<file path="src/rtl/arm_mem_stage_pkg.sv">
// Shared pipeline encodings for the ARM memory stage: FSM states, access size
// and write-back source select.
package arm_mem_stage_pkg;

  typedef enum logic {
    MEM_IDLE = 1'b0,
    MEM_WAIT = 1'b1
  } mem_state_e;

  typedef enum logic {
    SIZE_WORD = 1'b0,
    SIZE_BYTE = 1'b1
  } mem_size_e;

  typedef enum logic {
    WB_SEL_ALU  = 1'b0,
    WB_SEL_LOAD = 1'b1
  } wb_sel_e;

  localparam int unsigned WAIT_CNT_MIN_W = 8;

endpackage

</file>
<file path="src/rtl/arm_mem_align.sv">
// Byte-lane steering for the data-memory port: store enables/data replication
// and little-endian load extraction with zero extension.
module arm_mem_align
  import arm_mem_stage_pkg::*;
(
  input  logic [1:0]  byte_off,
  input  logic        size,
  input  logic [3:0]  word_we,
  input  logic [31:0] store_data,
  input  logic [31:0] rdata,
  output logic [3:0]  lane_we,
  output logic [31:0] lane_wdata,
  output logic [31:0] load_data
);

  always_comb begin
    // NOTE: every output gets a default before any branch so no latch is inferred.
    lane_we    = word_we;
    lane_wdata = store_data;
    load_data  = rdata;
    if (size == SIZE_BYTE) begin
      lane_we    = 4'b0001 << byte_off;
      lane_wdata = {4{store_data[7:0]}};
      load_data  = 32'(rdata[{byte_off, 3'b000} +: 8]);
    end
  end

endmodule

</file>
<file path="src/rtl/arm_mem_stage.sv">
// Memory stage: req/ack data-memory handshake, front-end stall, MEM->ID forwarding
// and the MEM/WB register. Optional wait-state timeout under ARM_MEM_TIMEOUT_EN.
module arm_mem_stage
  import arm_mem_stage_pkg::*;
#(
  parameter int unsigned TIMEOUT_CYCLES = 255
) (
  input  logic        clk,
  input  logic        rst,
  input  logic [31:0] EXMEM_data_result,
  input  logic [31:0] EXMEM_rd_data,
  input  logic        EXMEM_rd_we,
  input  logic        EXMEM_rd_data_sel,
  input  logic [3:0]  EXMEM_des_reg_num,
  input  logic [3:0]  EXMEM_mem_write_en,
  input  logic        EXMEM_ld_byte_or_word,
  input  logic        EXMEM_is_alu_for_mem_addr,
  input  logic        EXMEM_internal_halted,
  output logic        dmem_req,
  output logic [29:0] dmem_addr,
  output logic [3:0]  dmem_we,
  output logic [31:0] dmem_wdata,
  input  logic        dmem_ack,
  input  logic [31:0] dmem_rdata,
  output logic        mem_stall,
  output logic        MEMID_rd_we,
  output logic [3:0]  MEMID_rd_num,
  output logic [31:0] MEMID_forward_data,
  output logic [31:0] MEMWB_wb_data,
  output logic        MEMWB_rd_we,
  output logic [3:0]  MEMWB_des_reg_num,
  output logic        MEMWB_internal_halted,
  output logic        mem_err
);

  mem_state_e  state, state_nxt;
  logic        mop, st, drop, bubble;
  logic [3:0]  lane_we;
  logic [31:0] lane_wdata, load_data, wb_next;

  assign mop = EXMEM_is_alu_for_mem_addr;
  assign st  = mop & (|EXMEM_mem_write_en);

  arm_mem_align u_align (
    .byte_off   (EXMEM_data_result[1:0]),
    .size       (EXMEM_ld_byte_or_word),
    .word_we    (EXMEM_mem_write_en),
    .store_data (EXMEM_rd_data),
    .rdata      (dmem_rdata),
    .lane_we    (lane_we),
    .lane_wdata (lane_wdata),
    .load_data  (load_data)
  );

`ifdef ARM_MEM_TIMEOUT_EN
  localparam int unsigned CNT_W = ($clog2(TIMEOUT_CYCLES + 1) > WAIT_CNT_MIN_W) ?
                                  $clog2(TIMEOUT_CYCLES + 1) : WAIT_CNT_MIN_W;
  logic [CNT_W-1:0] wait_cnt;
  logic             err_q;

  // Fires in the TIMEOUT_CYCLES-th WAIT cycle; the counter sits at zero on entry.
  assign drop = (state == MEM_WAIT) & ~dmem_ack &
                (wait_cnt == CNT_W'(TIMEOUT_CYCLES - 1));

  always_ff @(posedge clk or posedge rst) begin
    if (rst) begin
      wait_cnt <= '0;
      err_q    <= 1'b0;
    end else begin
      if (state == MEM_IDLE) wait_cnt <= '0;
      else if (!dmem_ack)    wait_cnt <= wait_cnt + 1'b1;
      if (drop) err_q <= 1'b1;
    end
  end

  assign mem_err = err_q;
`else
  localparam int unsigned unused_timeout_cycles = TIMEOUT_CYCLES;
  assign drop    = 1'b0;
  assign mem_err = 1'b0;
`endif

  always_comb begin
    state_nxt = state;
    dmem_req  = 1'b0;
    unique case (state)
      MEM_IDLE: begin
        dmem_req = mop;
        if (mop && !dmem_ack) state_nxt = MEM_WAIT;
      end
      MEM_WAIT: begin
        dmem_req = 1'b1;
        if (dmem_ack || drop) state_nxt = MEM_IDLE;
      end
    endcase
    // Reset must pull the request down at once, even while EX/MEM still holds a memory op.
    if (rst) dmem_req = 1'b0;
  end

  always_ff @(posedge clk or posedge rst) begin
    // NOTE: sequential state uses non-blocking assignments so every flop samples pre-edge values.
    if (rst) state <= MEM_IDLE;
    else     state <= state_nxt;
  end

  assign dmem_addr  = EXMEM_data_result[31:2];
  assign dmem_we    = (dmem_req & st) ? lane_we : 4'b0000;
  assign dmem_wdata = lane_wdata;

  assign mem_stall = dmem_req & ~dmem_ack & ~drop;
  assign bubble    = mem_stall | drop;
  assign wb_next   = (EXMEM_rd_data_sel == WB_SEL_LOAD) ? load_data : EXMEM_data_result;

  // A dropped (timed-out) instruction must not be forwarded either.
  assign MEMID_rd_we        = EXMEM_rd_we & ~bubble;
  assign MEMID_rd_num       = EXMEM_des_reg_num;
  assign MEMID_forward_data = wb_next;

  always_ff @(posedge clk or posedge rst) begin
    if (rst) begin
      MEMWB_wb_data         <= '0;
      MEMWB_rd_we           <= 1'b0;
      MEMWB_des_reg_num     <= '0;
      MEMWB_internal_halted <= 1'b0;
    end else if (bubble) begin
      MEMWB_rd_we           <= 1'b0;
      MEMWB_internal_halted <= 1'b0;
    end else begin
      MEMWB_wb_data         <= wb_next;
      MEMWB_rd_we           <= EXMEM_rd_we;
      MEMWB_des_reg_num     <= EXMEM_des_reg_num;
      MEMWB_internal_halted <= EXMEM_internal_halted;
    end
  end

endmodule

</file>
<file path="config.mk">
export PLATFORM = sky130hd
export DESIGN_NAME = arm_mem_stage
export DESIGN_NICKNAME = d
export VERILOG_FILES = /design/src/rtl/arm_mem_stage_pkg.sv /design/src/rtl/arm_mem_align.sv /design/src/rtl/arm_mem_stage.sv
export SDC_FILE = /design/constraint.sdc
export NUM_CORES = 1
export LEC_CHECK = 0
export ABC_AREA = 1
export CAP_MARGIN = 20
export CELL_PAD_IN_SITES_DETAIL_PLACEMENT = 0
export CELL_PAD_IN_SITES_GLOBAL_PLACEMENT = 1
export CORE_ASPECT_RATIO = 1.4
export CORE_MARGIN = 1
export CORE_UTILIZATION = 22
export DETAILED_ROUTE_END_ITERATION = 10
export PLACE_DENSITY = 0.95
export SYNTH_ARGS = -nofsm -noshare
export SYNTH_HDL_FRONTEND = slang
export SYNTH_SLANG_ARGS = --single-unit
</file>
<file path="constraint.sdc">
create_clock -name clk -period 4.54 [get_ports clk]
set_input_delay 0.681 -clock clk [delete_from_list [all_inputs] [get_ports clk]]
set_output_delay 0.681 -clock clk [all_outputs]
set_load 0.01 [all_outputs]
</file>
Word level (Yosys, flattened, before mapping)
Index checks and enable logic that the tools add are counted.
{ "op_classes": {"n_eq_ne": 0, "n_shift": 2, "multipliers": 0, "order_cmp": 0, "reduce_logical": 3, "n_addsub": 0, "n_bitwise": 7, "n_div": 0, "muxes": 12} }
{ "ops": {"columns": ["cell", "count"], "rows": [
  ["$mux W32", 3],
  ["$shiftx A32 B6 Y8", 1],
  ["$mux W4", 2],
  ["$mux W1", 5],
  ["$and A1 B1 Y1", 4],
  ["$pmux W1 S2", 2],
  ["$reduce_or A4 Y1", 1],
  ["$shl A1 B2 Y4 const A", 1],
  ["$not A1 Y1", 3],
  ["$logic_and A1 B1 Y1", 1],
  ["$logic_not A1 Y1", 1]
]} }
{ "word_totals": {"mem_bits_rw": 0, "ff_bits": 39, "word_cells": 29, "out_inout_bits": 144, "latch_bits": 0, "rom_bits": 0, "memories": 0} }

Depth between registers and ports, before layout
{ "logic_depth": {"ltp_word": 6, "depth_mapped": 9} }

By module
From an unflattened synthesis, not the netlist that was laid out.
{ "hier_totals": {"cells_unflattened": 521, "hier_area_um2": 3453.3} }
{ "by_module_without_submodules": {"columns": ["module", "area_per_inst_um2", "cells_per_inst", "n_inst", "seq_area_each_um2"], "rows": [
  ["arm_mem_stage", 2573.7, 328, 1, 975.9],
  ["arm_mem_align", 879.6, 193, 1, 0.0]
]} }

Worst setup path before layout
No wires, ideal clock.
{ "synth_path": {"kind": "input to output", "start": "input rst", "end": "output MEMID_rd_we", "required_time_ps": 3859, "n_path_buf": 1, "path_stages": 5, "arrival_time_ps": 2120, "slack_ps": 1739, "path_cell_list": "inv_1 nand2_4 buf_6 nand2_1 inv_1"} }
{ "synth_between": {"elab_chain_len": 4} }
{ "synth_lines": {"columns": ["element", "line_no", "text"], "rows": [
  ["start, declared", "arm_mem_stage.sv:9", "input logic rst,"],
  ["$mux W1", "arm_mem_stage.sv:97", "if (rst) dmem_req = 1'b0;"],
  ["$and A1 B1 Y1", "arm_mem_stage.sv:110", "assign mem_stall = dmem_req & ~dmem_ack & ~drop;"],
  ["$not A1 Y1", "arm_mem_stage.sv:115", "assign MEMID_rd_we = EXMEM_rd_we & ~bubble;"],
  ["$and A1 B1 Y1", "arm_mem_stage.sv:115", null],
  ["end, declared", "arm_mem_stage.sv:26", "output logic MEMID_rd_we,"]
]} }
No other way between the ends.

Worst setup path after layout
{ "layout_path": {"start": "input EXMEM_ld_byte_or_word", "end": "output MEMID_forward_data[4]"} }
{ "layout_between": {"elab_chain_len": 2} }
{ "layout_lines": {"columns": ["element", "line_no", "text"], "rows": [
  ["start, declared", "arm_mem_stage.sv:16", "input logic EXMEM_ld_byte_or_word,"],
  ["$mux W32", "arm_mem_align.sv:21", "if (size == SIZE_BYTE) begin"],
  ["$mux W32", "arm_mem_stage.sv:112", "assign wb_next = (EXMEM_rd_data_sel == WB_SEL_LOAD) ? load_data : EXMEM_data_result;"],
  ["end, declared", "arm_mem_stage.sv:28", "output logic [31:0] MEMID_forward_data,"]
]} }
No other way between the ends.

==> reports/results.txt <==
The flow ran to the end, and the final reports show no timing, DRC or antenna violations. The number of placed cells counting well taps came out at 801. The post-synthesis instance total is 431, and the largest net degree at the start of global routing is 44. The core area was 0.0130 sq mm. The kind of critical path was primary input to output port. The most prevalent standard cell on the critical path was sky130_fd_sc_hd__clkdlybuf4s50_1.

After detailed routing, the average wire length per cell comes to 15.6 um. The share of flip-flops with an asynchronous set or reset after synthesis works out to 1.00. The run gives 0.288 GHz as the maximum operating frequency. The logs give 10100 um for the detailed placer's ending HPWL and 0 ns for the setup TNS.

For the aggregate global routing overflow, the log shows 0. Area fraction of the dominant cell type after synthesis: 0.330. The TritonCTS buffer count is 5, and the clock slew seen by the registers of the worst setup and hold paths is 0.05 ns.

Count of port buffers added during placement: 254. The most common flop cell mapped by yosys was sky130_fd_sc_hd__dfrtp_1. The distinct cell type count after synthesis was 28; the final setup slack of the worst path was 1.07 ns. Final standard cell utilization of the core: 0.416. The total via count in the routed design came out at 3552. The part of the power in registers was 0.311.

For the detailed-route wire length on metal 1, the log shows 4810 um. The placed cell area came out at 0.00525 sq mm. Sorting the synthesized cells by area gives the leading types as sky130_fd_sc_hd__dfrtp_1 (33%), sky130_fd_sc_hd__nand2_1 (22%), sky130_fd_sc_hd__buf_4 (12%), sky130_fd_sc_hd__nand3_1 (7.1%), sky130_fd_sc_hd__a31oi_1 (5.1%). The routed design could run at a clock period as short as 3.47 ns.

For the combinational power share, the log shows 0.400. The net switching power figure was 384 uW. The worst setup path is launched from a primary input.

The die covers 0.0139 sq mm. The buffers inserted during post-CTS setup optimization is 0, and the number of hold violations in the final report is 0. The longest clock path from root to sink contains 2 buffers. After routing the design area is 0.00540 sq mm.

The commonest cells after synthesis are sky130_fd_sc_hd__nand2_1 (175), sky130_fd_sc_hd__buf_4 (48), sky130_fd_sc_hd__nand3_1 (42). The final period utilization is 0.765. The tightest min-delay check is of the flip-flop to flip-flop type. The initial antenna violation count was 0. Once the clock tree was built, the resizer swapped 0 gates to a different size.

Worst slack at placement: 1.02 ns. The number of nets handed over by synthesis was 543. The worst endpoint data arrival time was 2.79 ns. The Yosys step of the flow raised 0 warnings.

Traced cell by cell, the critical path runs through clkdlybuf4s50_1 > buf_4 > o21ai_4 > nand2_1 > nand4_1 > and2_1 > clkdlybuf4s50_1. The floorplan die width was 100 um; the fraction of final layout cells sized beyond drive strength 1 was 0.0460. Critical path's largest stage delay: 0.68 ns. The area growth from synthesis to layout is 82.4%. The pin slew with the least headroom to its limit is 0.598 ns, and the design internal power is 912 uW.

Height of the chip: 139 um. The tools report the number of I/O pins as 256. Across the VDD grid, the largest voltage drop is 111 uV. Power spread over the standard cell area amounts to 240 mW/mm^2. Among all cell types in the netlist, the one instantiated most often is sky130_fd_sc_hd__nand2_1. sky130_fd_sc_hd__dfrtp_1 takes more of the synthesized area than any other cell. For this design the static power due to leakage is 0.00243 uW. The final layout contains 742 nets. The first TritonRoute pass finished after 4 iterations. In this run, synthesis produced a sequential element count of 39.

Once detail routing completed, the nets flagged for antenna violations numbered 0. The endpoint kind of the worst setup timing path is an output port. Clock tree synthesis found a total of 39 sinks. The clock reaches the later pin of the worst-skew pair after 0.29 ns. Summed over all nets, wire length on met3 after detailed routing comes to 847 um.

The count of cells in the finished layout, fillers not included, comes to 809. The combined global-route utilization of all metal layers was 0.181. The part of the Yosys area used for sequential elements is 0.330. Along the worst path, the maximum fanout reaches 20. The logs give 0 for the setup violation total in the final timing report and 3.86 ns for the critical path data required time. Counting flops with a built-in enable in the synthesized netlist gives 0. Using the TritonRoute via totals, the vias-per-cell ratio works out to 4.39.

For the effective utilization at floorplan, the log shows 0.228. The logs give 0 for the number of max-cap violations and 0.601 for the worst relative slew slack. H-tree depth: 2. Setup repair after global routing left no endpoint under its margin. Between clock sinks in the finished design, the worst skew comes to 0.00888 ns. In this run the mean area of a mapped cell was 6.87 sq um.

The number of slew-limit violations in the final report is 0, and the fraction of power spent switching nets is 0.297. The highest layer touched by signal routing is met4. Clock network power share: 0.289. The remaining design rule violation count is 0.

The initial detailed-routing violation count is 135. After floorplanning, the core was divided into 49 placement rows. The first global-routing pass estimated 19000 um of wire. Final weighted congestion of routability-driven global placement: 0.762. The tools report the final-layout fill cell count as 1351. The number of hold buffers added after CTS was 0. The routed design uses 6660 um of met2 wire. The run gives 3525 as the number of global-route vias before repair. The combined area of all synthesized cells was 0.00296 sq mm; the antenna diode count was 0. Wires add up to 12600 um. TritonCTS built the clock tree.

The cell sitting at the root of the clock tree is a sky130_fd_sc_hd__clkbuf_16. The cell type of the slowest stage on the worst timing path is sky130_fd_sc_hd__clkdlybuf4s50_1.
power by group through the flow:
stage	combinational, uW	sequential (uW)	clock [uW]
global placement	524	407	0
CTS	527	403	387
global route	560	407	403
finish	519	402	375
floorplan	202	425	0
detailed placement	525	409	0
registers in the layout, summed over array words and instances, names as in the netlist:
| register | count |
|---|---|
| MEMWB_internal_halted | 1 |
| MEMWB_rd_we | 1 |
| MEMWB_des_reg_num | 4 |
| state | 1 |
| MEMWB_wb_data | 32 |
placed cells by master, fill, tap and decap left out, drive strengths merged:
cell,instances
buf,6
nand3b,1
nor2,31
nand4,11
dfrtp,39
conb,1
o31ai,1
a21oi,8
clkbuf,9
or2,5
nand3,42
and2,4
nand2,176
a21boi,2
inv,15
o21ai,3
a31oi,24
clkdlybuf4s50,253
final timing paths:
check / startpoint / endpoint / slack (ns) / cells past startpoint
max: EXMEM_ld_byte_or_word / MEMID_forward_data[4] / 1.07 / 7
min: MEMWB_des_reg_num[1] / MEMWB_des_reg_num[1] / 0.47 / 2
max reg2reg: state / MEMWB_wb_data[8] / 3.00 / 6
min reg2reg: MEMWB_des_reg_num[1] / MEMWB_des_reg_num[1] / 0.47 / 2
max in group asynchronous: rst / MEMWB_des_reg_num[0] / 3.16 / 3
min in group asynchronous: rst / state / 0.98 / 3
per-layer routing:
| layer | up-vias | global-route usage |
|---|---|---|
| met1 | 1583 | 0.195 |
| li1 | 1753 | - |
| met5 | - | 0 |
| met4 | 0 | 0.0618 |
| met2 | 202 | 0.348 |
| met3 | 14 | 0.0286 |
cell type report:
class | instances | area, sq um | area share
clock buffer | 8 | 156 | 0.0289
inverter | 15 | 63.8 | 0.0118
multi-input combinational | 309 | 1390 | 0.257
sequential | 39 | 976 | 0.181
tap | 178 | 223 | 0.0412
timing repair buffer | 260 | 2590 | 0.480
critical path, delay by kind of cell:
kind,cells,cell delay [ns]
AND/OR/NAND/NOR,3,0.45
AO/OA/AOI/OAI,1,0.16
buffers and inverters,3,1.49
stage by stage:
| stage | total power (uW) | hold slack (ns) |
|---|---|---|
| floorplan | 627 | 0.506 |
| global placement | 931 | 0.454 |
| detailed placement | 934 | 0.465 |
| CTS | 1320 | 0.480 |
| global route | 1370 | 0.484 |
| finish | 1300 | 0.475 |
cell families (layout without fill, tap and decap cells):
kind of cell	count (synthesis)	in the layout	share of synthesized area
AND/OR/NAND/NOR	270	270	0.381
other	1	1	0.00127
AO/OA/AOI/OAI	38	38	0.0862
flip-flops	39	39	0.330
buffers and inverters	83	283	0.202
(Power assumes the default switching activity.)
